**src/rtl/writeback_pkg.sv**
```systemverilog
// Shared opcode constants and instruction field helpers
// for the 16-bit CPU writeback stage.
package writeback_pkg;

  localparam int W     = 16;
  localparam int NREGS = 16;

  typedef enum logic [3:0] {
    OP_NOP  = 4'b0000,
    OP_ADD  = 4'b0001,
    OP_SUB  = 4'b0010,
    OP_AND  = 4'b0011,
    OP_OR   = 4'b0100,
    OP_LW   = 4'b0101,
    OP_SW   = 4'b0110,
    OP_JUMP = 4'b0111
  } op_e;

  function automatic logic [3:0] GET_OP(
    input logic [15:0] ir
  );
    return ir[15:12];
  endfunction

  function automatic logic [3:0] GET_RD(
    input logic [15:0] ir
  );
    return ir[11:8];
  endfunction

  function automatic logic [3:0] GET_RA(
    input logic [15:0] ir
  );
    return ir[7:4];
  endfunction

  function automatic logic [3:0] GET_RB(
    input logic [15:0] ir
  );
    return ir[3:0];
  endfunction

  function automatic logic writes_reg(
    input logic [3:0] op
  );
    logic r;
    r = 1'b0;
    case (op)
      OP_ADD, OP_SUB,
      OP_AND, OP_OR,
      OP_LW:   r = 1'b1;
      default: r = 1'b0;
    endcase
    return r;
  endfunction

endpackage

```
**src/rtl/writeback_if.sv**
```systemverilog
// Bundle between memory-write/decode stages and
// the writeback stage.
interface writeback_if;
  import writeback_pkg::*;

  logic         STAGE5IN;
  logic [W-1:0] IRIN;
  logic [W-1:0] ADDRIN;
  logic [W-1:0] DATAIN;
  logic [W-1:0] MEMDATA;
  logic [3:0]   RADDR_A;
  logic [3:0]   RADDR_B;
  logic [W-1:0] RDATA_A;
  logic [W-1:0] RDATA_B;
  logic         WB_ON;
  logic [3:0]   WB_REG;
  logic [W-1:0] WB_DATA;
  logic [W-1:0] RETIRED;

  modport master (
    output STAGE5IN, IRIN, ADDRIN,
    output DATAIN, MEMDATA,
    output RADDR_A, RADDR_B,
    input  RDATA_A, RDATA_B,
    input  WB_ON, WB_REG, WB_DATA,
    input  RETIRED
  );

  modport slave (
    input  STAGE5IN, IRIN, ADDRIN,
    input  DATAIN, MEMDATA,
    input  RADDR_A, RADDR_B,
    output RDATA_A, RDATA_B,
    output WB_ON, WB_REG, WB_DATA,
    output RETIRED
  );

endinterface

```
**src/rtl/regfile_16x16.sv**
```systemverilog
// General register file: r0 hardwired to zero,
// one sync write port, two bypassed comb read ports.
module regfile_16x16
  import writeback_pkg::*;
#(
  parameter int NR = NREGS,
  parameter int DW = W,
  localparam int AW = $clog2(NR)
) (
  input  logic          i_clk,
  input  logic          i_clr,
  input  logic          i_we,
  input  logic [AW-1:0] i_waddr,
  input  logic [DW-1:0] i_wdata,
  input  logic [AW-1:0] i_raddr_a,
  input  logic [AW-1:0] i_raddr_b,
  output logic [DW-1:0] o_rdata_a,
  output logic [DW-1:0] o_rdata_b
);

  logic [DW-1:0] r_mem [NR];
  logic          w_we;
  logic          w_byp_a;
  logic          w_byp_b;

  assign w_we = i_we && !i_clr
             && (i_waddr != '0);

  always_ff @(posedge i_clk) begin
    if (i_clr) begin
      for (int i = 0; i < NR; i++)
        r_mem[i] <= '0;
    end else if (w_we) begin
      r_mem[i_waddr] <= i_wdata;
    end
  end

  assign w_byp_a = w_we
                && (i_raddr_a == i_waddr);
  assign w_byp_b = w_we
                && (i_raddr_b == i_waddr);

  always_comb begin
    o_rdata_a = '0;
    o_rdata_b = '0;
    if (i_raddr_a != '0)
      o_rdata_a = w_byp_a ? i_wdata
                          : r_mem[i_raddr_a];
    if (i_raddr_b != '0)
      o_rdata_b = w_byp_b ? i_wdata
                          : r_mem[i_raddr_b];
  end

endmodule

```
**src/rtl/writeback.sv**
```systemverilog
// Stage 5: commits ALU/load results to the
// register file and counts retired instructions.
module writeback
  import writeback_pkg::*;
(
  input  logic        CLK,
  input  logic        RST,
  writeback_if.slave  bus
);

  logic [3:0]   w_op;
  logic [3:0]   w_rd;
  logic         w_we;
  logic [W-1:0] w_wdata;

  logic         r_wb_on;
  logic [3:0]   r_wb_reg;
  logic [W-1:0] r_wb_data;
  logic [W-1:0] r_retired;

  assign w_op = GET_OP(bus.IRIN);
  assign w_rd = GET_RD(bus.IRIN);

  assign w_we = bus.STAGE5IN
             && writes_reg(w_op)
             && (w_rd != 4'd0);

  assign w_wdata = (w_op == OP_LW)
                 ? bus.MEMDATA
                 : bus.DATAIN;

  regfile_16x16 #(
    .NR (NREGS),
    .DW (W)
  ) u_rf (
    .i_clk     (CLK),
    .i_clr     (RST),
    .i_we      (w_we),
    .i_waddr   (w_rd),
    .i_wdata   (w_wdata),
    .i_raddr_a (bus.RADDR_A),
    .i_raddr_b (bus.RADDR_B),
    .o_rdata_a (bus.RDATA_A),
    .o_rdata_b (bus.RDATA_B)
  );

  always_ff @(posedge CLK) begin
    if (RST) begin
      r_wb_on   <= 1'b0;
      r_wb_reg  <= '0;
      r_wb_data <= '0;
      r_retired <= '0;
    end else begin
      r_wb_on   <= w_we;
      r_wb_reg  <= w_we ? w_rd : '0;
      r_wb_data <= w_we ? w_wdata : '0;
      if (bus.STAGE5IN)
        r_retired <= r_retired + 1'b1;
    end
  end

  assign bus.WB_ON   = r_wb_on;
  assign bus.WB_REG  = r_wb_reg;
  assign bus.WB_DATA = r_wb_data;
  assign bus.RETIRED = r_retired;

endmodule

```
**src/flat_wrapper.sv**
```systemverilog
// flat-port wrapper written by rule: the top's interface ports become plain ports
module writeback_flat import writeback_pkg::*;
  (CLK, RST, bus_STAGE5IN, bus_IRIN, bus_ADDRIN, bus_DATAIN, bus_MEMDATA, bus_RADDR_A, bus_RADDR_B, bus_RDATA_A, bus_RDATA_B, bus_WB_ON, bus_WB_REG, bus_WB_DATA, bus_RETIRED);
  writeback_if bus_i ();
  input  logic CLK;
  input  logic RST;
  input wire logic [$bits(bus_i.STAGE5IN)-1:0] bus_STAGE5IN;
  input wire logic [$bits(bus_i.IRIN)-1:0] bus_IRIN;
  input wire logic [$bits(bus_i.ADDRIN)-1:0] bus_ADDRIN;
  input wire logic [$bits(bus_i.DATAIN)-1:0] bus_DATAIN;
  input wire logic [$bits(bus_i.MEMDATA)-1:0] bus_MEMDATA;
  input wire logic [$bits(bus_i.RADDR_A)-1:0] bus_RADDR_A;
  input wire logic [$bits(bus_i.RADDR_B)-1:0] bus_RADDR_B;
  output wire logic [$bits(bus_i.RDATA_A)-1:0] bus_RDATA_A;
  output wire logic [$bits(bus_i.RDATA_B)-1:0] bus_RDATA_B;
  output wire logic [$bits(bus_i.WB_ON)-1:0] bus_WB_ON;
  output wire logic [$bits(bus_i.WB_REG)-1:0] bus_WB_REG;
  output wire logic [$bits(bus_i.WB_DATA)-1:0] bus_WB_DATA;
  output wire logic [$bits(bus_i.RETIRED)-1:0] bus_RETIRED;
  assign bus_i.STAGE5IN = bus_STAGE5IN;
  assign bus_i.IRIN = bus_IRIN;
  assign bus_i.ADDRIN = bus_ADDRIN;
  assign bus_i.DATAIN = bus_DATAIN;
  assign bus_i.MEMDATA = bus_MEMDATA;
  assign bus_i.RADDR_A = bus_RADDR_A;
  assign bus_i.RADDR_B = bus_RADDR_B;
  assign bus_RDATA_A = bus_i.RDATA_A;
  assign bus_RDATA_B = bus_i.RDATA_B;
  assign bus_WB_ON = bus_i.WB_ON;
  assign bus_WB_REG = bus_i.WB_REG;
  assign bus_WB_DATA = bus_i.WB_DATA;
  assign bus_RETIRED = bus_i.RETIRED;
  writeback u_core (.CLK(CLK), .RST(RST), .bus(bus_i));
endmodule
```
**config.mk**
```make
export PLATFORM = sky130hd
export DESIGN_NAME = writeback_flat
export DESIGN_NICKNAME = d
export VERILOG_FILES = /design/src/rtl/writeback_pkg.sv /design/src/rtl/writeback_if.sv /design/src/rtl/regfile_16x16.sv /design/src/rtl/writeback.sv /design/src/flat_wrapper.sv
export SDC_FILE = /design/constraint.sdc
export NUM_CORES = 1
export LEC_CHECK = 0
export CAP_MARGIN = 20
export CORE_MARGIN = 2
export CORE_UTILIZATION = 35
export CTS_BUF_LIST = sky130_fd_sc_hd__clkbuf_2
export DETAILED_ROUTE_END_ITERATION = 10
export GPL_TIMING_DRIVEN = 1
export PLACE_DENSITY = 0.63
export SLEW_MARGIN = 40
export SYNTH_ARGS = -nofsm -noshare
export SYNTH_HDL_FRONTEND = slang
export SYNTH_HIERARCHICAL = 1
export SYNTH_SLANG_ARGS = --single-unit
```
**constraint.sdc**
```tcl
create_clock -name CLK -period 7.06 [get_ports CLK]
set_input_delay 1.412 -clock CLK [delete_from_list [all_inputs] [get_ports CLK]]
set_output_delay 1.412 -clock CLK [all_outputs]
set_load 0.01 [all_outputs]
```
==> key figures, run 1 <==
Synthesis
  • Synth Register Bits: 293
  • Cell count after synthesis: 1,199
  • Top_reg_cell synth: edfxtp_1
  • Synth unique cells: 50
  • Syn_area_per_cell: about 13 um2
  • Yosys top cell area share: 0.484
  • Post-synth EDFFs: between 200 and 300
  • Commonest cells post-synth: edfxtp_1 (256), and2_1 (244), mux2i_1 (129)
  • Most frequent cell after synthesis: edfxtp_1
  • Largest cells by area after synthesis: edfxtp_1 (48%), and2_1 (9.6%), mux4_2 (9.1%)
  • Synthesized area: 0.0159 mm2
  • Synth area leader: edfxtp_1
  • Synth Warn #: 6
  • Seq/Total Area, Yosys: 0.531
  • Async SR Flop Fraction: 0

Cells and area
  • Final core utilization: 0.405
  • Share of layout cells above drive strength 1: 0.206
  • Final nets: 1,417
  • Area grow syn2layout: 15.1%

Critical path
  • CP Max Fanout: 16
  • Worst path arrival time: between 4000 and 5000 ps
  • WS Path Type: in2out
  • CP startpoint kind: primary input
  • Setup crit end kind: output port
  • Req. time, crit path: between 5000 and 6000 ps

GRT
  • Largest net degree at the start of global routing: 50
  • GRT overflow: 0
  • Initial antenna violation count: 1
  • First-pass GRT wire length: 68,100 um
  • Number of global-route vias before repair: 10,900
  • Overall Global Routing Usage: 0.195

Clock tree
  • CTS Buffer Depth: 3
  • CTS Sinks: between 200 and 300
  • Clock Tree Root: clkbuf_2
  • CTS-repair resized insts: 0
  • Setup Fix Bufs, Post-CTS: 0
  • Clk slew on worst S/H paths: 90 ps
  • CTS tree: done
  • H-tree Lvls: 3
  • CTS Hold Buffers Added: 0
  • Clk_lat worst skew: around 970 ps
  • Num CTS Buffers: between 70 and 80

Power and ir drop
  • Leakage dissipation: ~6.6 nW
  • Max IR drop VDD: roughly 0.000093 V
  • Power density over cell area: 209 mW/mm2

Die
  • # IOs: 144
  • Initial cell density of the core: 0.352
  • Die width: 217 um
  • DIE AREA: 0.0471 mm2
  • Core area: 0.0451 mm2
  • Row Count: 78
  • Die height: 217 um

STA
  • Period utilization: 0.873
  • Setup TNS: 0 ps
  • Worst Tran Pin Value: 884 ps
  • Setup violators final: 0
  • Slew margin rel.: 0.409
  • Fin crit period: between 6000 and 7000 ps
  • Final Hold Violating Endpoints: 0
  • Unrepaired setup endpoints after global routing: false
  • Fmax: between 0.15 and 0.2 GHz
  • Slew Viols, Final: 0
  • Worst clock skew: 57.1 ps
  • Final WS setup: 898 ps

Placement
  • GP Congestion: 0.848
  • HPWL after detailed placement: 30,600 um
  • Port Buffers: about 120
  • Post-Place Worst Slack: approximately 910 ps

Routing
  • Drt via density: 5.39
  • Post-DRT Antenna Nets: 0
  • Per-cell routed wire length: around 23 um
  • Drt pass-1 iters: 5
  • DR vias: around 11,000
  • DRC: 0
  • 1st-iter DRT viols: 830
  • Final wirelength: 46,100 um

Worst hold path
  • HP Class: reg2reg

Status
  • Run status: finished, final reports clean

Run
  • Max-cap violations: 0
-- through the flow --
| stage | hold slack (ps) | std cells | power [mW] | cell area [um2] |
|---|---|---|---|---|
| 5_1_grt | 558 | 2001 | 3.98 | 18300 |
| 3_5_place_dp | 523 | 1862 | 2.59 | 17500 |
| 2_1_floorplan | 539 | 1214 | 2.36 | 15900 |
| 3_3_place_gp | 510 | 1861 | 2.58 | 17500 |
| 6_report | 544 | 2001 | 3.81 | 18300 |
| 4_1_cts | 543 | 2000 | 3.85 | 18300 |
-- state kept, by name, indices dropped and copies added (netlist names) --
| register | flops |
|---|---|
| u_core/bus.RETIRED | 16 |
| u_core/bus.WB_DATA | 16 |
| u_core/bus.WB_ON | 1 |
| u_core/bus.WB_REG | 4 |
| u_core/u_rf/r_mem | 256 |
-- layout by cell type, fill, tap and decap left out, types with 17 or more instances in the layout --
| master | instances |
|---|---|
| a211oi_1 | 32 |
| a31oi_1 | 30 |
| and2_1 | 244 |
| buf_4 | 41 |
| clkbuf_2 | 109 |
| clkdlybuf4s50_1 | 112 |
| dfxtp_1 | 37 |
| edfxtp_1 | 256 |
| mux2i_1 | 129 |
| mux4_2 | 64 |
| nand3_1 | 34 |
| nor2_1 | 30 |
| o22ai_1 | 64 |
| o31ai_1 | 32 |
| xnor2_1 | 17 |
-- where the power goes --
group	internal (mW)	leakage [nW]	switching (mW)	total, mW
logic	0.241	3.36	0.305	0.546
clock network	0.529	0.552	0.730	1.26
registers	1.97	2.74	0.0431	2.01
total	2.73	6.65	1.08	3.81
-- layout make-up --
type / instances / area [um2]
Sequential cell: 293 / 8430
Tap cell: 600 / 751
Antenna cell: 1 / 2.50
Clock inverter: 29 / 204
Timing Repair Buffer: 159 / 1480
Multi-Input combinational cell: 807 / 6840
Fill cell: 4252 / 26800
Clock buffer: 109 / 546
Inverter: 3 / 11.3
-- critical path: stages --
cell	delay, ps
clkdlybuf4s50_1	720
nor4_1	130
a2111oi_0	430
and2b_1	320
o41ai_4	160
or2_1	530
a31oi_1	420
clkdlybuf4s50_1	610
-- cells by family (layout without fill, tap and decap cells) --
family                     after synthesis  after routing  share of synthesized area
AOI/OAI and AO/OA                      165            165                     0.0726
xor gates and xnor gates                21             21                     0.0116
adders and majority gates                1              1                   0.000788
buffers and inverters                  114            300                     0.0412
DFF                                    293            293                      0.531
muxes                                  212            212                      0.188
other                                    1             17                   0.000236
and+or+nand+nor                        392            392                      0.154
-- per-layer routing --
layer | part of all wire | track usage
met3 | 0.088 | 0.0430
met5 | 0 | 0
met2 | 0.48 | 0.317
met4 | 0.021 | 0.0726
met1 | 0.41 | 0.257
-- path summary, 6_finish.rpt --
check,startpoint,endpoint,slack (ps),depth (start not counted)
setup reg to reg,u_core/bus.RETIRED[2]$_SDFFE_PP0P_,u_core/bus.RETIRED[14]$_SDFFE_PP0P_,5450,4
setup / recovery,bus_IRIN[9],bus_RDATA_B[3],900,8
hold / removal,u_core/bus.RETIRED[15]$_SDFFE_PP0P_,u_core/bus.RETIRED[15]$_SDFFE_PP0P_,540,2
hold reg to reg,u_core/bus.RETIRED[15]$_SDFFE_PP0P_,u_core/bus.RETIRED[15]$_SDFFE_PP0P_,540,2
Note: power is estimated with default switching activity, not from simulation.
==> inputs of run 2 (changes only) <==
--- a/config.mk
+++ b/config.mk
@@ -9,6 +9,7 @@
 export CORE_MARGIN = 2
 export CORE_UTILIZATION = 35
 export CTS_BUF_LIST = sky130_fd_sc_hd__clkbuf_2
+export CTS_CLUSTER_DIAMETER = 200
 export DETAILED_ROUTE_END_ITERATION = 10
 export GPL_TIMING_DRIVEN = 1
 export PLACE_DENSITY = 0.63
==> results of run 2 <==
Same layout as run 1: the final DEF is identical, and so are final timing and power.
